File: config.mk
export PLATFORM = sky130hd
export DESIGN_NAME = wb_arbiter_flat
export DESIGN_NICKNAME = d
export VERILOG_FILES = /design/src/rtl/wb_pkg.sv /design/src/rtl/wb_arbiter_if.sv /design/src/rtl/wb_fifo.sv /design/src/rtl/wb_arbiter.sv /design/src/flat_wrapper.sv
export SDC_FILE = /design/constraint.sdc
export NUM_CORES = 1
export LEC_CHECK = 0
export ABC_AREA = 1
export BUFFER_PORTS_ARGS = -buffer_cell sky130_fd_sc_hd__buf_2
export CAP_MARGIN = 10
export CORE_AREA = 4 4 114 116
export DETAILED_ROUTE_END_ITERATION = 6
export DIE_AREA = 0 0 118 120
export GPL_TIMING_DRIVEN = 0
export HOLD_SLACK_MARGIN = 0.05
export PLACE_DENSITY_LB_ADDON = 0.25
export RECOVER_POWER = 50
export SYNTH_ARGS = -nofsm -noshare
export SYNTH_HDL_FRONTEND = slang
export SYNTH_SLANG_ARGS = --single-unit
File: constraint.sdc
create_clock -name clk -period 2.1 [get_ports clk]
set_input_delay 0.21 -clock clk [delete_from_list [all_inputs] [get_ports clk]]
set_output_delay 0.21 -clock clk [all_outputs]
set_load 0.03 [all_outputs]
File: src/rtl/wb_pkg.sv
// Shared types and sizing for the writeback arbiter slice.
package wb_pkg;

    localparam int unsigned WB_ADDRESS_WIDTH = 5;
    localparam int unsigned WB_DATA_WIDTH    = 32;
    localparam int unsigned WB_FIFO_DEPTH    = 2;
    localparam int unsigned WB_COUNT_WIDTH   = $clog2(WB_FIFO_DEPTH) + 1;

    // Occupancy counter must hold the value DEPTH itself, hence the extra bit.
    function automatic int unsigned count_width(input int unsigned depth);
        return $clog2(depth) + 1;
    endfunction

    typedef struct packed {
        logic                        valid;
        logic [WB_ADDRESS_WIDTH-1:0] rd;
        logic [WB_DATA_WIDTH-1:0]    data;
    } wb_entry_t;

    // Source chosen for the next registered register-file write.
    typedef enum logic [1:0] {
        SEL_NONE,
        SEL_ALU,
        SEL_FIFO,
        SEL_BYPASS
    } wb_sel_e;

endpackage

File: src/rtl/wb_arbiter_if.sv
// Bundle of ALU, long-latency and register-file write-port signals.
interface wb_arbiter_if
    import wb_pkg::*;
#(
    parameter int unsigned ADDRESS_WIDTH = WB_ADDRESS_WIDTH,
    parameter int unsigned DATA_WIDTH    = WB_DATA_WIDTH,
    parameter int unsigned FIFO_DEPTH    = WB_FIFO_DEPTH
) ();

    logic                         alu_valid;
    logic [ADDRESS_WIDTH-1:0]     alu_rd;
    logic [DATA_WIDTH-1:0]        alu_data;
    logic                         mem_valid;
    logic                         mem_ready;
    logic [ADDRESS_WIDTH-1:0]     mem_rd;
    logic [DATA_WIDTH-1:0]        mem_data;
    logic                         we3;
    logic [ADDRESS_WIDTH-1:0]     ad3;
    logic [DATA_WIDTH-1:0]        wd3;
    logic [$clog2(FIFO_DEPTH):0]  fifo_count;

    // Result producers and register-file side.
    modport master (
        output alu_valid, alu_rd, alu_data,
        output mem_valid, mem_rd, mem_data,
        input  mem_ready, we3, ad3, wd3, fifo_count
    );

    // The arbiter itself.
    modport slave (
        input  alu_valid, alu_rd, alu_data,
        input  mem_valid, mem_rd, mem_data,
        output mem_ready, we3, ad3, wd3, fifo_count
    );

endinterface

File: src/rtl/wb_fifo.sv
// Circular buffer of long-latency results with per-entry rd-match squash.
module wb_fifo
    import wb_pkg::*;
#(
    parameter int unsigned DEPTH = WB_FIFO_DEPTH
) (
    input  logic                        clk,
    input  logic                        rst_n,
    input  logic                        push_i,
    input  wb_entry_t                   push_entry_i,
    input  logic                        pop_i,
    input  logic                        squash_i,
    input  logic [WB_ADDRESS_WIDTH-1:0] squash_rd_i,
    output wb_entry_t                   head_o,
    output logic [$clog2(DEPTH):0]      count_o
);

    localparam int unsigned     PW   = $clog2(DEPTH);
    localparam int unsigned     CW   = count_width(DEPTH);
    localparam logic [CW-1:0]   FULL = CW'(DEPTH);

    wb_entry_t       mem_q [DEPTH];
    wb_entry_t       mem_d [DEPTH];
    logic [PW-1:0]   wr_ptr_q, wr_ptr_d;
    logic [PW-1:0]   rd_ptr_q, rd_ptr_d;
    logic [CW-1:0]   count_q, count_d;
    logic            pop_ok;
    logic            push_ok;

    assign pop_ok  = pop_i && (count_q != '0);
    assign push_ok = push_i && ((count_q != FULL) || pop_ok);
    assign head_o  = mem_q[rd_ptr_q];
    assign count_o = count_q;

    // Next storage/pointer state: squash first, then write the free slot.
    always_comb begin
        mem_d    = mem_q;
        wr_ptr_d = wr_ptr_q;
        rd_ptr_d = rd_ptr_q;
        count_d  = count_q;
        if (squash_i) begin
            for (int unsigned i = 0; i < DEPTH; i++) begin
                if (mem_q[i].rd == squash_rd_i) begin
                    mem_d[i].valid = 1'b0;
                end
            end
        end
        if (push_ok) begin
            mem_d[wr_ptr_q] = push_entry_i;
            wr_ptr_d        = wr_ptr_q + 1'b1;
        end
        if (pop_ok) begin
            rd_ptr_d = rd_ptr_q + 1'b1;
        end
        count_d = count_q + CW'(push_ok) - CW'(pop_ok);
    end

    // State registers; reset drops every queued entry.
    always_ff @(posedge clk or negedge rst_n) begin
        if (!rst_n) begin
            for (int unsigned i = 0; i < DEPTH; i++) begin
                mem_q[i] <= '0;
            end
            wr_ptr_q <= '0;
            rd_ptr_q <= '0;
            count_q  <= '0;
        end else begin
            mem_q    <= mem_d;
            wr_ptr_q <= wr_ptr_d;
            rd_ptr_q <= rd_ptr_d;
            count_q  <= count_d;
        end
    end

endmodule

File: src/rtl/wb_arbiter.sv
// Writeback arbiter: merges ALU and long-latency results onto one register write port.
module wb_arbiter
    import wb_pkg::*;
#(
    parameter int unsigned ADDRESS_WIDTH = WB_ADDRESS_WIDTH,
    parameter int unsigned DATA_WIDTH    = WB_DATA_WIDTH,
    parameter int unsigned FIFO_DEPTH    = WB_FIFO_DEPTH
) (
    input  logic          clk,
    input  logic          rst_n,
    wb_arbiter_if.slave   bus
);

    localparam int unsigned   CW   = count_width(FIFO_DEPTH);
    localparam logic [CW-1:0] FULL = CW'(FIFO_DEPTH);

    logic [CW-1:0]            count;
    wb_entry_t                head;
    wb_entry_t                push_entry;
    wb_sel_e                  sel;
    logic                     alu_wr;
    logic                     mem_ready;
    logic                     mem_live;
    logic                     fifo_empty;
    logic                     push;
    logic                     pop;

    logic                     we3_q, we3_d;
    logic [ADDRESS_WIDTH-1:0] ad3_q, ad3_d;
    logic [DATA_WIDTH-1:0]    wd3_q, wd3_d;

    assign alu_wr     = bus.alu_valid && (bus.alu_rd != '0);
    assign mem_ready  = (count != FULL);
    // Accepted beats to x0 complete the handshake but go nowhere.
    assign mem_live   = bus.mem_valid && mem_ready && (bus.mem_rd != '0);
    assign fifo_empty = (count == '0);

    // Source priority: ALU, then FIFO head, then direct bypass of an accepted beat.
    always_comb begin
        sel = SEL_NONE;
        if (alu_wr) begin
            sel = SEL_ALU;
        end else if (!fifo_empty) begin
            sel = SEL_FIFO;
        end else if (mem_live) begin
            sel = SEL_BYPASS;
        end
    end

    // An accepted beat hitting the same register as this cycle's ALU write is older, so dropped.
    assign push = mem_live && (sel != SEL_BYPASS) &&
                  !(alu_wr && (bus.mem_rd == bus.alu_rd));
    assign pop  = (sel == SEL_FIFO);
    assign push_entry = '{valid: 1'b1, rd: bus.mem_rd, data: bus.mem_data};

    wb_fifo #(
        .DEPTH (FIFO_DEPTH)
    ) u_fifo (
        .clk          (clk),
        .rst_n        (rst_n),
        .push_i       (push),
        .push_entry_i (push_entry),
        .pop_i        (pop),
        .squash_i     (alu_wr),
        .squash_rd_i  (bus.alu_rd),
        .head_o       (head),
        .count_o      (count)
    );

    // Next write-port values; address/data hold when nothing is written.
    always_comb begin
        we3_d = 1'b0;
        ad3_d = ad3_q;
        wd3_d = wd3_q;
        case (sel)
            SEL_ALU: begin
                we3_d = 1'b1;
                ad3_d = bus.alu_rd;
                wd3_d = bus.alu_data;
            end
            SEL_FIFO: begin
                we3_d = head.valid;
                if (head.valid) begin
                    ad3_d = head.rd;
                    wd3_d = head.data;
                end
            end
            SEL_BYPASS: begin
                we3_d = 1'b1;
                ad3_d = bus.mem_rd;
                wd3_d = bus.mem_data;
            end
            default: begin
                we3_d = 1'b0;
            end
        endcase
    end

    // Registered register-file write port.
    always_ff @(posedge clk or negedge rst_n) begin
        if (!rst_n) begin
            we3_q <= 1'b0;
            ad3_q <= '0;
            wd3_q <= '0;
        end else begin
            we3_q <= we3_d;
            ad3_q <= ad3_d;
            wd3_q <= wd3_d;
        end
    end

    assign bus.mem_ready  = mem_ready;
    assign bus.we3        = we3_q;
    assign bus.ad3        = ad3_q;
    assign bus.wd3        = wd3_q;
    assign bus.fifo_count = count;

endmodule

File: src/flat_wrapper.sv
// flat-port wrapper written by rule: the top's interface ports become plain ports
module wb_arbiter_flat import wb_pkg::*;
#(
    parameter int unsigned ADDRESS_WIDTH = WB_ADDRESS_WIDTH,
    parameter int unsigned DATA_WIDTH    = WB_DATA_WIDTH,
    parameter int unsigned FIFO_DEPTH    = WB_FIFO_DEPTH
)
  (clk, rst_n, bus_alu_valid, bus_alu_rd, bus_alu_data, bus_mem_valid, bus_mem_rd, bus_mem_data, bus_mem_ready, bus_we3, bus_ad3, bus_wd3, bus_fifo_count);
  wb_arbiter_if #(.ADDRESS_WIDTH(ADDRESS_WIDTH), .DATA_WIDTH(DATA_WIDTH), .FIFO_DEPTH(FIFO_DEPTH)) bus_i ();
  input  logic clk;
  input  logic rst_n;
  input wire logic [$bits(bus_i.alu_valid)-1:0] bus_alu_valid;
  input wire logic [$bits(bus_i.alu_rd)-1:0] bus_alu_rd;
  input wire logic [$bits(bus_i.alu_data)-1:0] bus_alu_data;
  input wire logic [$bits(bus_i.mem_valid)-1:0] bus_mem_valid;
  input wire logic [$bits(bus_i.mem_rd)-1:0] bus_mem_rd;
  input wire logic [$bits(bus_i.mem_data)-1:0] bus_mem_data;
  output wire logic [$bits(bus_i.mem_ready)-1:0] bus_mem_ready;
  output wire logic [$bits(bus_i.we3)-1:0] bus_we3;
  output wire logic [$bits(bus_i.ad3)-1:0] bus_ad3;
  output wire logic [$bits(bus_i.wd3)-1:0] bus_wd3;
  output wire logic [$bits(bus_i.fifo_count)-1:0] bus_fifo_count;
  assign bus_i.alu_valid = bus_alu_valid;
  assign bus_i.alu_rd = bus_alu_rd;
  assign bus_i.alu_data = bus_alu_data;
  assign bus_i.mem_valid = bus_mem_valid;
  assign bus_i.mem_rd = bus_mem_rd;
  assign bus_i.mem_data = bus_mem_data;
  assign bus_mem_ready = bus_i.mem_ready;
  assign bus_we3 = bus_i.we3;
  assign bus_ad3 = bus_i.ad3;
  assign bus_wd3 = bus_i.wd3;
  assign bus_fifo_count = bus_i.fifo_count;
  wb_arbiter #(.ADDRESS_WIDTH(ADDRESS_WIDTH), .DATA_WIDTH(DATA_WIDTH), .FIFO_DEPTH(FIFO_DEPTH)) u_core (.clk(clk), .rst_n(rst_n), .bus(bus_i));
endmodule
After elaboration in Yosys (flattened, before gate mapping)
Cells that the tools add are included.

word-level totals
  bits in registers = 118
  latch bits = 0
  bits in writable memories = 0
  bits in read-only memories = 0
  input bits = 78
  word-level logic and storage cells = 67
  memories kept = 0

operators by class
  add/subtract/negate cells = 4
  multipliers = 0
  divide/modulo/power cells = 0
  magnitude comparators = 3
  eq/ne operators = 9
  shift-type cells = 0
  multiplexer cells = 19
  bitwise operators = 2
  reduce and logical (&&, ||, !) cells = 18

operators by type and width
  operator             number
  $mux 38              4
  $pmux 32 s3          1
  $bwmux 76            1
  $mux 76              1
  $demux 38 s1         1
  $mux 32              1
  $eq 5x5->1           3
  $pmux 5 s3           1
  $reduce_bool 5->1    2
  $logic_and 1x1->1    9
  $mux 2               3
  $mux 5               1
  $eq 2x2->1 const B   2
  $ge 2x2->1 const B   2
  $mux 1               4
  $ne 2x2->1 const B   2
  $not 1->2            2
  $reduce_bool 3->1    1
  $add 1x1->1 const B  2
  $add 2x1->2          1
  $eq 2x1->1 const B   1
  $logic_not 2->1      1
  $lt 2x1->1 const B   1
  $ne 2x1->1 const B   1
  7 further kinds      7

Longest topological paths before layout
Gate-level depths: netlist (run 1).

  word-level depth = 12
  depth in mapped cells = 13
  mapped depth without buffers = 11

Modules after synthesis
From an unflattened synthesis (run 1), not the netlist that was laid out.

second synthesis, totals
  cells, all modules = 865
  area, all modules = 6,283.5 µm²

modules (own cells, without submodules)
  module      times used  cells each  area each (µm²)  sequential area each (µm²)
  wb_fifo     1           474         3,772.4          2,001.9
  wb_arbiter  1           391         2,511.2          950.9

Least setup slack after synthesis (run 1)
OpenSTA, ideal clock, no wires.

  kind = reg-to-reg
  start point = reg u_core.u_fifo.count_q[0] (netlist: u_core.u_fifo.count_o[0])
  end point = reg u_core.u_fifo.count_q[1] (netlist: u_core.u_fifo.count_o[1])
  library setup time = 0.123 ns
  data arrival time = 1.893 ns
  setup slack = 0.084 ns
  cell stages (with the launch flop) = 11
  clock period less this slack = 2.016 ns
  cell sequence = dfrtp_1 > inv_2 > a21boi_1 > nand2_2 > a21oi_4 > buf_4 > nand2_1 > ha_1 > inv_1 > ha_1 > xnor2_1

on the way
  longest elaborated chain between the ends = 12
  elaborated cells between the ends (all ways) = 17
  those cells by class = add/sub: 2; eq/ne: 3; mux: 3; reduce/logical: 9

RTL lines
  item                                                          line                                text
  from (decl)                                                   wb_fifo.sv:26                       logic [CW-1:0] count_q, count_d;
  from (signal assigned)                                        wb_fifo.sv:71                       count_q <= count_d;
  $ne 2x2->1                                                    wb_fifo.sv:31, wb_arbiter.sv:33
  $logic_and 1x1->1 (2 in series)                               wb_arbiter.sv:35                    assign mem_live = bus.mem_valid && mem_ready && (bus.mem_rd != '0);
  $mux 2                                                        wb_arbiter.sv:45                    end else if (mem_live) begin
  $mux 2                                                        wb_arbiter.sv:43                    end else if (!fifo_empty) begin
  $mux 2                                                        wb_arbiter.sv:41                    if (alu_wr) begin
  $ne 2x2->1 / $eq 2x2->1 (equally long branches)               wb_arbiter.sv:51, wb_arbiter.sv:53
  $logic_and 1x1->1, on equally long branches                   wb_arbiter.sv:51, wb_fifo.sv:30
  $logic_and 1x1->1 / $logic_or 1x1->1 (equally long branches)  wb_arbiter.sv:51, wb_fifo.sv:31
  $logic_and 1x1->1                                             wb_fifo.sv:31                       assign push_ok = push_i && ((count_q != FULL) || pop_ok);
  $add 2x1->2                                                   wb_fifo.sv:55                       count_d = count_q + CW'(push_ok) - CW'(pop_ok);
  $sub 2x1->2 *                                                 wb_fifo.sv:55
  via u_core.u_fifo.count_d[1]                                  wb_fifo.sv:26

The timed path passes the listed nets; every way through them passes the cells marked *.
A chain may end at the register's enable or synchronous reset.

Worst setup path after layout (run 1)
  start point = reg u_core.u_fifo.count_q[1] (netlist: u_core.u_fifo.count_o[1])
  end point = reg u_core.u_fifo.count_q[1] (netlist: u_core.u_fifo.count_o[1])

The elaborated chain is that of the path after synthesis.

==> metrics, run 1 <==
# clock sinks 118; TritonCTS Buffers 17; top cells by area, synth dfrtp_1 (45%), nand2_1 (20%), nand3_1 (8.8%); Slew @ Worst Pin 0.628 ns; Area growth syn-to-layout 22.1%; Switching Fraction 43.7%; Power, Total 13.0 mW; Yosys reg bits 118; vias 6667; Post-Place Worst Slack -0.0497 ns; die height 120 um; largest family of logic cells by synthesized area simple AND/OR/NAND/NOR gates; Final Hold Vio Count 0; initial antenna violation count 0; clock share of power 24.2%; status finished, final reports clean; Syn. warnings 0; Synth top area share 45.4%; simple-gate share of the synthesized area 44.6%; Antenna Nets Post-Route 0; crit share post-route 96.7%; sequential share of power 30.9%; worst skew pair latency 0.42 ns; CP max stage delay 0.45 ns; mapped cell area 6500 um^2; Critical Path Source Type flop; drt pass-1 iters 6; clk buf depth 2; Nets 1110; Post-synth EDFFs 0; # diodes 0; core area 11900 um^2; CP Capture Type flop; WL per Instance 16.2 um; I/O Pins 119; Final Skew 0.00615 ns; dpl hpwl 12.9 mm; Post-Syn Nets 974; Pleak 4.39 nW; peak supply drop 0.000816 V; Avg Vias per Cell 5.60; syn avg cell area 7.27 um^2; Post-Route WL 19.3 mm; Iteration-0 DRC Markers 668; GP Congestion 0.897; largest area contributor in the netlist dfrtp_1; Setup Crit Path Kind flop to flop; data required time of the worst path 2.40 ns; Most common cell on crit path ha_1; Synth Flop Type dfrtp_1; Slew headroom 58.1%; H-tree levels 4; vias in the first global route 6366; Cells after Synth 894; DIE WIDTH 118 um; DRC violations left 0; Synth Area in XOR/XNOR 2.02%; Synth Area in Compound Gates 0.673%; leading cell types by count after synthesis nand2_1 (347), dfrtp_1 (118), nor2_1 (118); Row Count 40; global-route wire length before repair 31.2 mm; CTS tree yes; pwr/cell area 1640 nW/um^2; FMAX 492 MHz; Yosys cell types 29; Worst Slack Setup Final 0.0691 ns; Int Pwr 7.34 mW; Final Util 66.6%; combinational share of power 45.0%; Hold WC Path Type input pin to flop; cell with the most instances after synthesis nand2_1; Critical-path top delay cell dfrtp_2; clk slew on worst S/H paths 0.05 ns; Slew Viols, Final 0; All-Layer GR Usage 27.5%; Worst Path Arrival 2.33 ns; Synth async-reset ratio 100%; post-synthesis mux area share 0.154%; GRT Residual Overflow 0; pin count of the biggest net entering global routing 93; CP cell instances a21boi_2, nand2_2, a21oi_4, buf_4, nand2_1, ha_1, inv_1, ha_1, xnor2_1; Root Buffer Master clkbuf_16; min cycle time layout 2.03 ns; IO Port Bufs 114; Post-Synth Adder-Cell Area 0.385%; max-cap violation count 0; Initial Util 54.6%; Max FO, Critical Path 10; Seq/Total Area, Yosys 45.4%; layout cells sized above 1 18.7%; Sw Pwr 5.69 mW; final setup vio count 0; die area 14200 um^2
## area by class of cell
type / count / area, um^2
clock buffers: 23 / 498
inverters: 16 / 60.1
flip-flops and latches: 118 / 2960
plain buffers: 70 / 379
clock inverters: 9 / 145
multi-input cells: 690 / 3120
repair buffers: 117 / 597
fillers: 1055 / 3970
well taps: 147 / 184
## worst paths after layout
kind,from,endpoint,slack [ns],depth (start not counted)
setup reg to reg,u_core.u_fifo.count_o[1]$_DFF_PN0_,u_core.u_fifo.count_o[1]$_DFF_PN0_,0.07,9
setup / recovery,u_core.u_fifo.count_o[1]$_DFF_PN0_,u_core.u_fifo.count_o[1]$_DFF_PN0_,0.07,9
max in group asynchronous,rst_n,asynchronous set/reset pin,1.15,3
hold reg to reg,flop,flop,0.47,2
min in group asynchronous,rst_n,u_core.bus.wd3[23]$_DFFE_PN0P_,0.22,2
hold / removal,bus_mem_data[17],flop,0.08,3
## power by group through the flow
stage | combinational (mW) | sequential (mW) | clock [mW]
floorplan | 3.43 | 4.71 | 0
global placement | 5.69 | 3.98 | 0
detailed placement | 5.80 | 4.01 | 0
CTS | 5.87 | 4.00 | 3.17
global route | 6.54 | 4.16 | 3.25
finish | 5.86 | 4.03 | 3.15
## cell usage in the layout (no fill, tap or decap), drive strengths merged
cell and instances:
nand3 119, a21oi 2, nand4 74, ha 2
a21boi 1, inv 15, bufinv 4, xnor2 7
xor2 8, nor3 2, dlygate4sd3 1, dfrtp 118
clkbuf 60, buf 149, mux2i 1, nor2 120
o21ai 3, nand2 351, clkinv 6
## what timing repair did
item                                    in CTS  in global routing
gates cloned                                 0                  0
hold endpoints to repair                    27                  0
endpoints found under the setup margin       2                 12
resized for setup                            1                  5
pin swaps                                    0                  1
hold buffers                                 1                  0
buffers inserted                             1                  0
## stage by stage
| step | instance area (um^2) | setup TNS (ns) | cells | hold WS, ns |
|---|---|---|---|---|
| 3_3_place_gp | 7260 | -75.70 | 1155 | 0.453 |
| 3_5_place_dp | 7290 | -0.0643 | 1156 | 0.0900 |
| 5_1_grt | 7940 | -0.0234 | 1190 | 0.0811 |
| 2_1_floorplan | 6500 | 0 | 894 | -0.0856 |
| 6_report | 7940 | 0 | 1190 | 0.0768 |
| 4_1_cts | 7960 | 0 | 1190 | 0.0691 |
## critical path: cells and delay by family, from the launching register on
| family | cells | cell delay (ns) |
|---|---|---|
| buffers and inverters | 2 | 0.23 |
| AND/OR/NAND/NOR | 2 | 0.28 |
| flip-flops | 1 | 0.45 |
| XOR/XNOR | 1 | 0.12 |
| AO/OA/AOI/OAI | 2 | 0.34 |
| adder cells (fa/ha/maj) | 2 | 0.48 |
## metal layers
layer	up-vias	GRT usage (%)	routed length (um)
li1	3188	-	-
met2	331	44.6	9120
met3	48	5.80	1600
met1	3100	36.6	8170
met4	0	9.96	413
met5	-	0	0
## kinds of logic after synthesis
family / after synthesis
AOI/OAI and AO/OA: 6
buffers and inverters: 86
xor gates and xnor gates: 15
and+or+nand+nor: 666
adders and majority gates: 2
DFF: 118
muxes: 1
Power figures use the tool's default switching activity.
==> inputs of run 2 (changes only) <==
- clock period: 2.1 -> 1.9 ns (I/O delays scaled with it)
==> run 2 against run 1 <==
Net effect:
- utilization down 0.43 points
- via count down 1.4%
- maximum frequency up 13%
- critical endpoint is now u_core.bus.wd3[22]$_DFFE_PN0P_
- die area unchanged
- clock-buffer cell count up 2
- cell count up 0.59%
- highest routed layer unchanged
==> metrics, run 2 (same netlist as run 1, synthesis figures left out) <==
status finished, final reports clean (unchanged); core area 11900 um^2 (unchanged); final hold slack 0.0595 ns (was 0.0768 ns); Post-Route WL 19.4 mm (was 19.3 mm); worst skew pair latency 0.41 ns (was 0.42 ns); Iteration-0 DRC Markers 582 (was 668); CP max stage delay 0.44 ns (was 0.45 ns); pwr/cell area 1760 nW/um^2 (was 1640 nW/um^2); top layer used by detailed routing met4 (unchanged); Critical-path top delay cell dfrtp_2 (unchanged); Slew headroom 11.4% (was 58.1%); most common cell after layout, fill and taps aside nand2_1 (unchanged); Nets 1119 (was 1110); Final Skew 0.00473 ns (was 0.00615 ns); sequential share of power 32.1% (was 30.9%); H-tree levels 4 (unchanged); Row Count 40 (unchanged); Area growth syn-to-layout 21.3% (was 22.1%); Pleak 4.39 nW (about the same); die height 120 um (unchanged); Switching Fraction 45.1% (was 43.7%); peak supply drop 0.000715 V (was 0.000816 V); DRC violations left 0 (unchanged); Hold WC Path Type input pin to flop (unchanged); Setup Crit Path Kind flop to flop (unchanged); worst r2r path cells 7 (was 9); Worst Slack Setup Final 0.0958 ns (was 0.0691 ns); combinational share of power 47.6% (was 45.0%); IO Port Bufs 114 (unchanged); GRT Residual Overflow 0 (unchanged); layout cells sized above 1 19.6% (was 18.7%); I/O Pins 119 (unchanged); # clock sinks 118 (unchanged); Final Hold Vio Count 0 (unchanged); DIE WIDTH 118 um (unchanged); GP Congestion 0.893 (was 0.897); Met1 Wirelength 8.25 mm (was 8.17 mm); final setup vio count 0 (unchanged); Sw Pwr 6.26 mW (was 5.69 mW); WL per Instance 16.2 um (about the same); max-cap violation count 0 (unchanged); Critical R2R Capture u_core.bus.wd3[22]$_DFFE_PN0P_ (was u_core.u_fifo.count_o[1]$_DFF_PN0_); Avg Vias per Cell 5.49 (was 5.60); die area 14200 um^2 (unchanged); Root Buffer Master clkbuf_16 (unchanged); Critical Path Source Type flop (unchanged); global-route wire length before repair 31.7 mm (was 31.2 mm); Hold Crit Start bus_mem_data[19] (was bus_mem_data[17]); CP cell instances a21boi_2, nand2_2, nand3_4, clkbuf_1, nand3_1, nor2_1, nor2_1 (was a21boi_2, nand2_2, a21oi_4, buf_4, nand2_1, ha_1, inv_1, ha_1, xnor2_1); Most common cell on crit path nor2_1 (was ha_1); reg2reg setup slack 0.1 ns (was 0.07 ns); vias 6573 (was 6667); routed wl met2 9.03 mm (was 9.12 mm); drt pass-1 iters 6 (unchanged); Antenna Nets Post-Route 0 (unchanged); initial antenna violation count 0 (unchanged); Initial Util 54.6% (unchanged); commonest cells after routing, fill and taps aside nand2_1 (346), buf_2 (127), nor2_1 (118) (was nand2_1 (347), buf_2 (128), nor2_1 (118)); Int Pwr 7.61 mW (was 7.34 mW); CTS tree yes (unchanged); TritonCTS Buffers 17 (unchanged); clk buf depth 2 (unchanged); CP Capture Type flop (unchanged); Post-Place Worst Slack -0.202 ns (was -0.0497 ns); Worst Path Arrival 2.10 ns (was 2.33 ns); hold path cells 3 (unchanged); min cycle time layout 1.80 ns (was 2.03 ns); FMAX 554 MHz (was 492 MHz); final setup TNS 0 ns (unchanged); crit share post-route 95.0% (was 96.7%); Met3 Routed Length 1.70 mm (was 1.60 mm); Critical R2R Launch u_core.u_fifo.count_o[1]$_DFF_PN0_ (unchanged); Slew @ Worst Pin 1.33 ns (was 0.628 ns); Slew Viols, Final 0 (unchanged); dpl hpwl 13.0 mm (was 12.9 mm); vias in the first global route 6475 (was 6366); unrepaired setup endpoints after global routing yes; clock share of power 20.2% (was 24.2%); clk slew on worst S/H paths 0.05 ns (about the same); All-Layer GR Usage 27.9% (was 27.5%); # diodes 0 (unchanged); pin count of the biggest net entering global routing 68 (was 93); Max FO, Critical Path 10 (unchanged); data required time of the worst path 2.20 ns (was 2.40 ns)
-- run 2: worst max path at each step --
stage / from / to / slack [ns] / cells after the start
floorplan: u_core.u_fifo.count_o[0]$_DFF_PN0_ / u_core.u_fifo.count_o[1]$_DFF_PN0_ / 0.007 / 10
global placement: rst_n / u_core.u_fifo.count_o[1]$_DFF_PN0_ / -1.03 / 1
detailed placement: bus_alu_rd[0] / u_core.u_fifo.count_o[1]$_DFF_PN0_ / -0.20 / 12
CTS: u_core.u_fifo.count_o[1]$_DFF_PN0_ / u_core.bus.wd3[21]$_DFFE_PN0P_ / 0.04 / 9
global route: u_core.u_fifo.wr_ptr_q$_DFFE_PN0P_ / flop / -0.003 / 5
finish: u_core.u_fifo.count_o[1]$_DFF_PN0_ / u_core.bus.wd3[22]$_DFFE_PN0P_ / 0.1 / 7
-- run 2: final cells by class --
class,count,area [um^2]
multi-input combinational,690,3130
inverter,16,60.1
tap,147,184
fill,1070,4020
sequential,118,2960
timing repair buffer,126,653
clock buffer,25,485
buffer,70,397
clock inverter,5,25.0
-- run 2: worst max-delay path, delay by kind of cell (launching register included) --
| family | cells | cell delay, ns |
|---|---|---|
| and+or+nand+nor | 5 | 0.68 |
| DFF | 1 | 0.44 |
| buffers and inverters | 1 | 0.40 |
| AOI/OAI and AO/OA | 1 | 0.17 |
-- run 2: power groups by stage --
| stage | Sequential [mW] | Combinational, mW | Clock, mW |
|---|---|---|---|
| after floorplan | 5.22 | 3.81 | 0 |
| after global placement | 4.41 | 6.30 | 0 |
| after detailed placement | 4.45 | 6.42 | 0 |
| after CTS | 4.43 | 6.57 | 2.81 |
| after global routing | 4.60 | 7.36 | 2.93 |
| final | 4.46 | 6.60 | 2.81 |
-- run 2: timing repair --
| item | 4_1_cts | 5_1_grt |
|---|---|---|
| hold endpoints to repair | 51 | 0 |
| pin swaps | 2 | 2 |
| setup buffers | 6 | 4 |
| gates cloned | 0 | 0 |
| gates resized for setup | 0 | 18 |
| hold buffers | 1 | 0 |
| setup endpoints to repair | 5 | 41 |
-- run 2: metal layers --
| layer | up-vias | global-route usage, % |
|---|---|---|
| met2 | 303 | 44.5 |
| met4 | 0 | 10.7 |
| li1 | 3204 | - |
| met1 | 3016 | 36.7 |
| met5 | - | 0 |
| met3 | 50 | 7.12 |
-- run 2: stage by stage --
stage               total power [mW]  util (%)  cells  area [um^2]
floorplan                       9.03         -    894         6520
global placement                10.7      61.1   1155         7270
detailed placement              10.9      61.3   1156         7310
CTS                             13.8      66.1   1193         7870
global route                    14.9      66.2   1197         7890
finish                          13.9      66.2   1197         7890
